==> src/rtl/arb_mux_reg.sv <==
// Registered N-channel arbiter/mux with valid/ready handshakes.
// Fixed-priority or round-robin grant, a forced-select override, and one output register stage.
module arb_mux_reg #(
  parameter int N        = 32,
  parameter int CHANNELS = 4,
  parameter int SELW     = 2,
  parameter int MODE     = 1
) (
  input  logic                  Clock,
  input  logic                  Reset,
  input  logic [CHANNELS*N-1:0] InData,
  input  logic [CHANNELS-1:0]   InValid,
  output logic [CHANNELS-1:0]   InReady,
  input  logic                  ForceEn,
  input  logic [SELW-1:0]       ForceSelect,
  output logic [N-1:0]          OutData,
  output logic                  OutValid,
  input  logic                  OutReady,
  output logic [SELW-1:0]       OutSelect
);

  logic [N-1:0]        words [CHANNELS];
  logic [CHANNELS-1:0] cand;
  logic [SELW-1:0]     gnt_idx;
  logic [SELW-1:0]     last_ptr;
  logic                gnt_found;
  logic                free;
  logic                xfer;

  for (genvar g = 0; g < CHANNELS; g++) begin : g_words
    assign words[g] = InData[g*N +: N];
  end

  // A forced select that matches no channel leaves every candidate bit clear
  always_comb begin
    cand = '0;
    for (int i = 0; i < CHANNELS; i++) begin
      if (!ForceEn) begin
        cand[i] = InValid[i];
      end else if (ForceSelect == SELW'(i)) begin
        cand[i] = InValid[i];
      end
    end
  end

  // Scan from lowest to highest priority so the last hit is the winner
  always_comb begin : p_grant
    int              idx;
    logic [SELW-1:0] sel_i;
    idx       = 0;
    sel_i     = '0;
    gnt_idx   = '0;
    gnt_found = 1'b0;
    if (MODE == 0) begin
      for (int i = CHANNELS - 1; i >= 0; i--) begin
        if (cand[i]) begin
          gnt_idx   = SELW'(i);
          gnt_found = 1'b1;
        end
      end
    end else begin
      // i=0 revisits the pointer itself; i=CHANNELS-1 is last+1
      for (int i = 0; i < CHANNELS; i++) begin
        idx   = (int'(last_ptr) + CHANNELS - i) % CHANNELS;
        sel_i = SELW'(idx);
        if (cand[sel_i]) begin
          gnt_idx   = sel_i;
          gnt_found = 1'b1;
        end
      end
    end
  end

  assign free = ~OutValid | OutReady;
  assign xfer = ~Reset & free & gnt_found;

  always_comb begin
    InReady = '0;
    for (int i = 0; i < CHANNELS; i++) begin
      InReady[i] = xfer & (gnt_idx == SELW'(i));
    end
  end

  // Output register: load on transfer, drop valid on a drain with nothing new
  always_ff @(posedge Clock or posedge Reset) begin
    if (Reset) begin
      OutData   <= '0;
      OutValid  <= 1'b0;
      OutSelect <= '0;
      last_ptr  <= SELW'(CHANNELS - 1);
    end else if (xfer) begin
      OutData   <= words[gnt_idx];
      OutValid  <= 1'b1;
      OutSelect <= gnt_idx;
      if (MODE != 0) begin
        last_ptr <= gnt_idx;
      end
    end else if (OutReady) begin
      OutValid <= 1'b0;
    end
  end

endmodule

==> config.mk <==
export PLATFORM = sky130hd
export DESIGN_NAME = arb_mux_reg
export DESIGN_NICKNAME = d
export VERILOG_FILES = /design/src/rtl/arb_mux_reg.sv
export SDC_FILE = /design/constraint.sdc
export NUM_CORES = 1
export LEC_CHECK = 0
export ABC_CLOCK_PERIOD_IN_PS = 2200
export BUFFER_PORTS_ARGS = -buffer_cell sky130_fd_sc_hd__buf_2
export CORE_MARGIN = 10
export CORE_UTILIZATION = 38
export CTS_CLUSTER_DIAMETER = 40
export DETAILED_ROUTE_END_ITERATION = 8
export PLACE_DENSITY = 0.78
export REMOVE_ABC_BUFFERS = 1
export SYNTH_ARGS = -nofsm -noshare
export SYNTH_HDL_FRONTEND = slang
export SYNTH_SLANG_ARGS = --single-unit
==> constraint.sdc <==
create_clock -name Clock -period 2.2 [get_ports Clock]
set_input_delay 0.44 -clock Clock [delete_from_list [all_inputs] [get_ports Clock]]
set_output_delay 0.44 -clock Clock [all_outputs]
set_load 0.005 [all_outputs]
==> out/metrics.cfg, run 1 <==
[global_routing]
grt_pass1_wl_um=16600
antenna_found_initial=0
grt_max_degree=30
grt_overflow=0
track_usage=0.196
grt_pass1_vias=3424

[placement]
dp_hpwl_um=8750
postPlaceCellArea_mm2=0.00370
dp_slack_ns=-0.0980
io_buffers=176
gp_congestion=0.862

[timing]
clock_skew_ns=0.00712
clock.fmax_ghz=0.442
timing.final.crit_period_ns=2.26
worst_pin_slew_ns=0.450
drv_slew=0
setup_slack_ns=-0.0624
finalHoldViolations=0
slew_headroom=0.698
min_period_over_period=1.03
rsz0062_at_grt=true
setup_violations=2

[worst_setup_path]
slowest_stage=a211oi_1
crit_top_cell=buf_2
path_cells=buf_2 -> nand2b_4 -> a211oi_1 -> o32a_1 -> nor2_4 -> and3_1 -> buf_2
ff2ff_setup_slack_ns=0.17
crit_fanout=5
arrival_ns=1.82
path_delay_family=compound AO/OA/AOI/OAI gates
max_stage_delay_ns=0.44
worstSetupPathType=input port to primary output
crit_buf_inv=2
worstSetupStartpointType=input port
crit_path_end_kind=primary output
crit_required_ns=1.76

[flow_run]
cap_viol_max_count=0

[cts]
hold_buffers=0
tritoncts=done
clk_path_buf_depth=2
numCtsBuffers=5
cts-htree-levels=2
clk_latency_ns=0.29
root_buffer=clkbuf_8
clkTransAtPathRegs_ns=0.08
clock_sinks=37

[final_layout]
fin_nets=632
syn2layout_area_growth_pct=53.2
antenna_cells=0
drive_above_1_share=0.489
stdcell_area_mm2=0.00386

[yosys]
synth_top_area_cell=dfrtp_1
syn_inst=296
synth-seq-cells=37
synth-edff-count=0
netlist_top_cells_area=dfrtp_1, a221oi_1, a32oi_1
synth_cell_types=39
yosysWarnings=0
async_flop_share=1.00
post-synth-top-count-cell=nand2_1
avgSynthCellArea_um2=8.50
yosysTopAreaCellShare=0.348
synth_ff_type=dfrtp_1
ys_seq_area_frac=0.369
synth_common_cells=nand2_1, nor2_1, dfrtp_1
mappedNetlistArea_mm2=0.00252

[die]
die_y_um=101
ios=177
die_w_um=101
rows=29
initial_core_util=0.394
core_mm2=0.00639
die_area_mm2=0.0103

[route]
drt_iter0_drc=135
first_pass_iters=4
totalWireLength_um=11000
drc=0
num_vias=3287
vias_per_cell=5.75
ant_nets=0
wl_per_cell_um=19.2

[power]
power_density_mw_per_mm2=746
vdd_drop_max_uv=479
leakage_nw=1.81

[status]
violations=setup timing
status=complete, but fails checks

[worst_hold_path]
hold_class=input port to async pin

## worst register-to-register path, delay by kind of cell (launching register included)
kind / cells / cell delay (ns)
AO/OA/AOI/OAI: 4 / 0.71
buffers and inverters: 4 / 0.53
flip-flops: 1 / 0.58
AND/OR/NAND/NOR: 1 / 0.13
## path summary, 6_finish.rpt
path | depth (start not counted) | start | end
min reg2reg | 2 | OutSelect[1]$_DFFE_PP0P_ | OutSelect[1]$_DFFE_PP0P_
max reg2reg | 9 | last_ptr[0]$_DFFE_PP1P_ | OutData[21]$_DFFE_PP0P_
max | 7 | ForceSelect[1] | InReady[2]
min | 3 | Reset | OutData[18]$_DFFE_PP0P_
min in group Clock | 3 | InData[6] | OutData[6]$_DFFE_PP0P_
max in group asynchronous | 3 | Reset | last_ptr[0]$_DFFE_PP1P_
## where the power goes
part           switching (mW)  internal (mW)  total [mW]
combinational           0.708          0.682        1.39
clock                   0.247          0.220       0.467
sequential              0.128          0.894        1.02
## metrics by stage
stage | utilization | total power [mW] | setup TNS [ns] | hold WS [ns] | std cells
5_1_grt | 0.604 | 3.07 | -0.636 | 0.225 | 572
2_1_floorplan | - | 1.62 | -39.58 | 0.471 | 266
6_report | 0.604 | 2.88 | -0.105 | 0.198 | 572
4_1_cts | 0.598 | 2.87 | -0.0864 | 0.192 | 570
3_5_place_dp | 0.579 | 2.36 | -1.19 | 0.486 | 558
3_3_place_gp | 0.579 | 2.32 | -3.44 | 0.475 | 558
## metal layers
metal  routed length [um]  GRT usage  part of all wire
met3                  972     0.0585             0.089
met2                 5620      0.342              0.51
met1                 4230      0.223              0.39
met5                    0          0                 0
met4                  148     0.0632             0.013
## sequential cells by signal (all words and copies together), names as in the netlist
signal,cells
OutData,32
OutSelect,2
OutValid,1
last_ptr,2
## what timing repair did
action	4_1_cts	5_1_grt
pin swaps	1	1
buffers inserted	4	2
resized for setup	3	7
setup endpoints to repair	4	4
## cell type report
| cell class | instances | area (um2) |
|---|---|---|
| clock buffers | 6 | 72.6 |
| clock inverters | 2 | 10.0 |
| fillers | 577 | 2530 |
| inverters | 3 | 11.3 |
| multi-input cells | 226 | 1490 |
| flip-flops and latches | 37 | 928 |
| well taps | 77 | 96.3 |
| repair buffers | 221 | 1250 |
## kinds of logic (layout without fill, tap and decap cells)
family,count (synthesis),after routing,share of synthesized area
buf+inv,33,232,0.0651
mux,1,1,0.00398
simple gates,100,100,0.176
flops,37,37,0.369
compound gates,125,125,0.386
## placed cells by master, fill, tap and decap left out, types with 2 or more instances in the layout
master,n
o21a_1,4
nand3_1,3
o21ai_1,2
a21oi_2,2
nand2_1,39
o21ai_0,5
nor2b_1,2
o22ai_1,2
buf_12,2
clkbuf_8,5
a32oi_1,29
dfrtp_1,35
o31ai_4,2
nand2b_4,2
dfstp_2,2
nor2_1,36
buf_2,175
and2_1,5
o32ai_1,2
o41a_1,3
buf_4,43
and3_1,5
a31oi_1,29
clkinv_2,2
inv_1,3
a221oi_1,29
nand2b_1,4
a21oi_1,5
(Power assumes the default switching activity.)
==> run 2, diff against run 1 <==
Settings changed: ABC_CLOCK_PERIOD_IN_PS 2200 to 1810.
Clock period 2.2 ns to 1.81 ns, I/O delays scaled along.
==> run 2 against run 1 <==
Net effect:
- the run still ends with setup timing left
- critical path type is now flop to primary output
- clock skew is 0.0035 ns higher
- worst setup slack got worse by 0.35 ns
- global-route usage increased by 2.5 points
- register-to-register slack got worse by 0.42 ns
- clock power is 89% higher
- power rose by 45%
- core utilization increased by 8.1 points
- first-iteration DRC count grew 60%
- sequential share of layout area fell by 2.8 points
- clock-buffer cell count shrank 1
- non-clock buffer count grew 30
- largest power group unchanged
- critical path depth down 1
==> out/metrics.cfg, run 2 (synthesis gave the netlist of run 1 again) <==
[final_layout]
layout_common_cells=buf_2, buf_4, nand2_1, nor2_1, dfrtp_1  ; unchanged
multiInputGateArea_mm2=0.00162  ; was 0.00149 mm2
largest_register_ffs=32  ; unchanged
reg_top3=OutData: 32 flops, OutSelect: 2 flops, last_ptr: 2 flops  ; unchanged
fin_nets=662  ; was 632
fillers=519  ; was 577
antenna_cells=0  ; unchanged
regMostFlops=OutData  ; unchanged
syn2layout_area_growth_pct=73.7  ; was 53.2%
drive_above_1_share=0.554  ; was 0.489
layout.area.seq_um2=928  ; unchanged
mostFrequentLayoutCell=buf_2  ; unchanged

[timing]
clock_skew_ns=0.0106  ; was 0.00712 ns
clock.fmax_ghz=0.450
min_period_over_period=1.23
timing.final.crit_period_ns=2.22
worst_pin_slew_ns=0.469  ; was 0.450 ns
setup_slack_ns=-0.413  ; was -0.0624 ns
finalHoldViolations=0  ; unchanged
setup_tns_ns=-6.82  ; was -0.105 ns
setup_violations=37  ; was 2
slew_headroom=0.687  ; was 0.698
rsz0062_at_grt=true  ; unchanged
fin_hold_ws_ns=0.0663  ; was 0.198 ns
drv_slew=0  ; unchanged

[cts]
clkTransAtPathRegs_ns=0.09  ; was 0.08 ns
cts-htree-levels=2  ; unchanged
clk_path_buf_depth=2  ; unchanged
root_buffer=clkbuf_8  ; unchanged
numCtsBuffers=5  ; unchanged
clock_sinks=37  ; unchanged
clk_latency_ns=0.30  ; was 0.29 ns
tritoncts=done  ; unchanged

[worst_setup_path]
worstSetupStartpointType=flop  ; was input port
arrival_ns=1.86  ; was 1.82 ns
crit_buf_inv=2  ; unchanged
slowest_stage=dfstp_2  ; was a211oi_1
r2r_cells=8  ; was 9
worstSetupPathType=flop to primary output  ; was input port to primary output
path_delay_family=flip-flops  ; was compound AO/OA/AOI/OAI gates
crit_fanout=4  ; was 5
ff2ff_setup_slack_ns=-0.25  ; was 0.17 ns
worstReg2RegStart=last_ptr[0]$_DFFE_PP1P_  ; unchanged
crit_required_ns=1.45  ; was 1.76 ns
path_cells=a211oi_4 -> buf_4 -> o32a_1 -> nor2_4 -> and3_1 -> buf_2  ; was buf_2 -> nand2b_4 -> a211oi_1 -> o32a_1 -> nor2_4 -> and3_1 -> buf_2
crit_path_end_kind=primary output  ; unchanged
r2r-end=OutData[1]$_DFFE_PP0P_  ; was OutData[21]$_DFFE_PP0P_
max_stage_delay_ns=0.59  ; was 0.44 ns

[die]
die_y_um=101  ; unchanged
ios=177  ; unchanged
die_w_um=101  ; unchanged
core_mm2=0.00639  ; unchanged
rows=29  ; unchanged
die_area_mm2=0.0103  ; unchanged
initial_core_util=0.394  ; unchanged

[global_routing]
antenna_found_initial=0  ; unchanged
grt_pass1_wl_um=18400  ; was 16600 um
track_usage=0.220  ; was 0.196
grt_pass1_vias=3714  ; was 3424
grt_max_degree=21  ; was 30
grt_overflow=0  ; unchanged

[route]
ant_nets=0  ; unchanged
top_layer=met4  ; unchanged
wl_met2_um=6210  ; was 5620 um
num_vias=3486  ; was 3287
vias_per_cell=5.79  ; was 5.75
met3_wirelength_um=1110  ; was 972 um
drc=0  ; unchanged
first_pass_iters=5  ; was 4
drt_iter0_drc=216  ; was 135
met1Wirelength_um=4590  ; was 4230 um
wl_per_cell_um=20.2  ; was 19.2 um
totalWireLength_um=12200  ; was 11000 um

[placement]
io_buffers=176  ; unchanged
gp_congestion=0.859  ; was 0.862
dp_slack_ns=-0.410  ; was -0.0980 ns
dp_hpwl_um=9100  ; was 8750 um

[flow_run]
cap_viol_max_count=0  ; unchanged

[worst_hold_path]
hold_class=input port to async pin  ; unchanged

[status]
violations=setup timing  ; unchanged
status=complete, but fails checks  ; unchanged

[power]
leakage_nw=2.05  ; was 1.81 nW
vdd_drop_max_uv=472  ; was 479 uV
power_mw=4.19  ; was 2.88 mW
power_density_mw_per_mm2=957  ; was 746 mW/mm2

==> run 2: worst register-to-register path, stage by stage, from the launching register on <==
cell and delay, ns:
dfstp_2 0.59, a211oi_4 0.05, buf_4 0.14, o32a_1 0.33
nor2_4 0.15, buf_4 0.20, bufbuf_16 0.29, a32oi_1 0.11
a31oi_1 0.13
==> run 2: repair_timing <==
item                       in CTS  in global routing
hold buffers                    0                  0
setup endpoints to repair      38                 38
cloned                          1                  1
pin swaps                      12                 19
gates resized for setup        31                 20
buffers inserted               17                  2
==> run 2: worst max-delay path by stage <==
stage | startpoint | endpoint | cells after the start
floorplan | ForceSelect[0] | InReady[0] | 4
global route | last_ptr[0]$_DFFE_PP1P_ | InReady[2] | 6
global placement | ForceEn | OutData[2]$_DFFE_PP0P_ | 9
detailed placement | ForceEn | OutData[29]$_DFFE_PP0P_ | 9
finish | last_ptr[0]$_DFFE_PP1P_ | InReady[2] | 6
CTS | last_ptr[0]$_DFFE_PP1P_ | InReady[2] | 6
==> run 2: power by group <==
part | leakage (nW) | internal (mW) | total (mW) | switching (mW)
registers | 0.413 | 1.09 | 1.24 | 0.157
logic | 1.57 | 1.06 | 2.06 | 1.00
clock network | 0.0681 | 0.548 | 0.881 | 0.333
==> run 2: stage by stage <==
stage                     instances  utilization  area (um2)
final                           602        0.685        4370
after global placement          576        0.602        3850
after global routing            602        0.685        4370
after detailed placement        576        0.602        3850
after floorplan                 266            -        2360
after CTS                       602        0.668        4260
==> run 2: per-layer routing <==
metal	vias to the layer above	GRT usage
li1	1623	-
met1	1618	0.246
met2	212	0.390
met3	33	0.0660
met4	0	0.0740
met5	-	0
==> run 2: layout make-up <==
type                    count  share of cell area
flip-flops and latches     37               0.212
clock inverters             3              0.0149
well taps                  77              0.0220
inverters                   3             0.00258
repair buffers            251               0.362
clock buffers               5              0.0157
multi-input cells         226               0.371
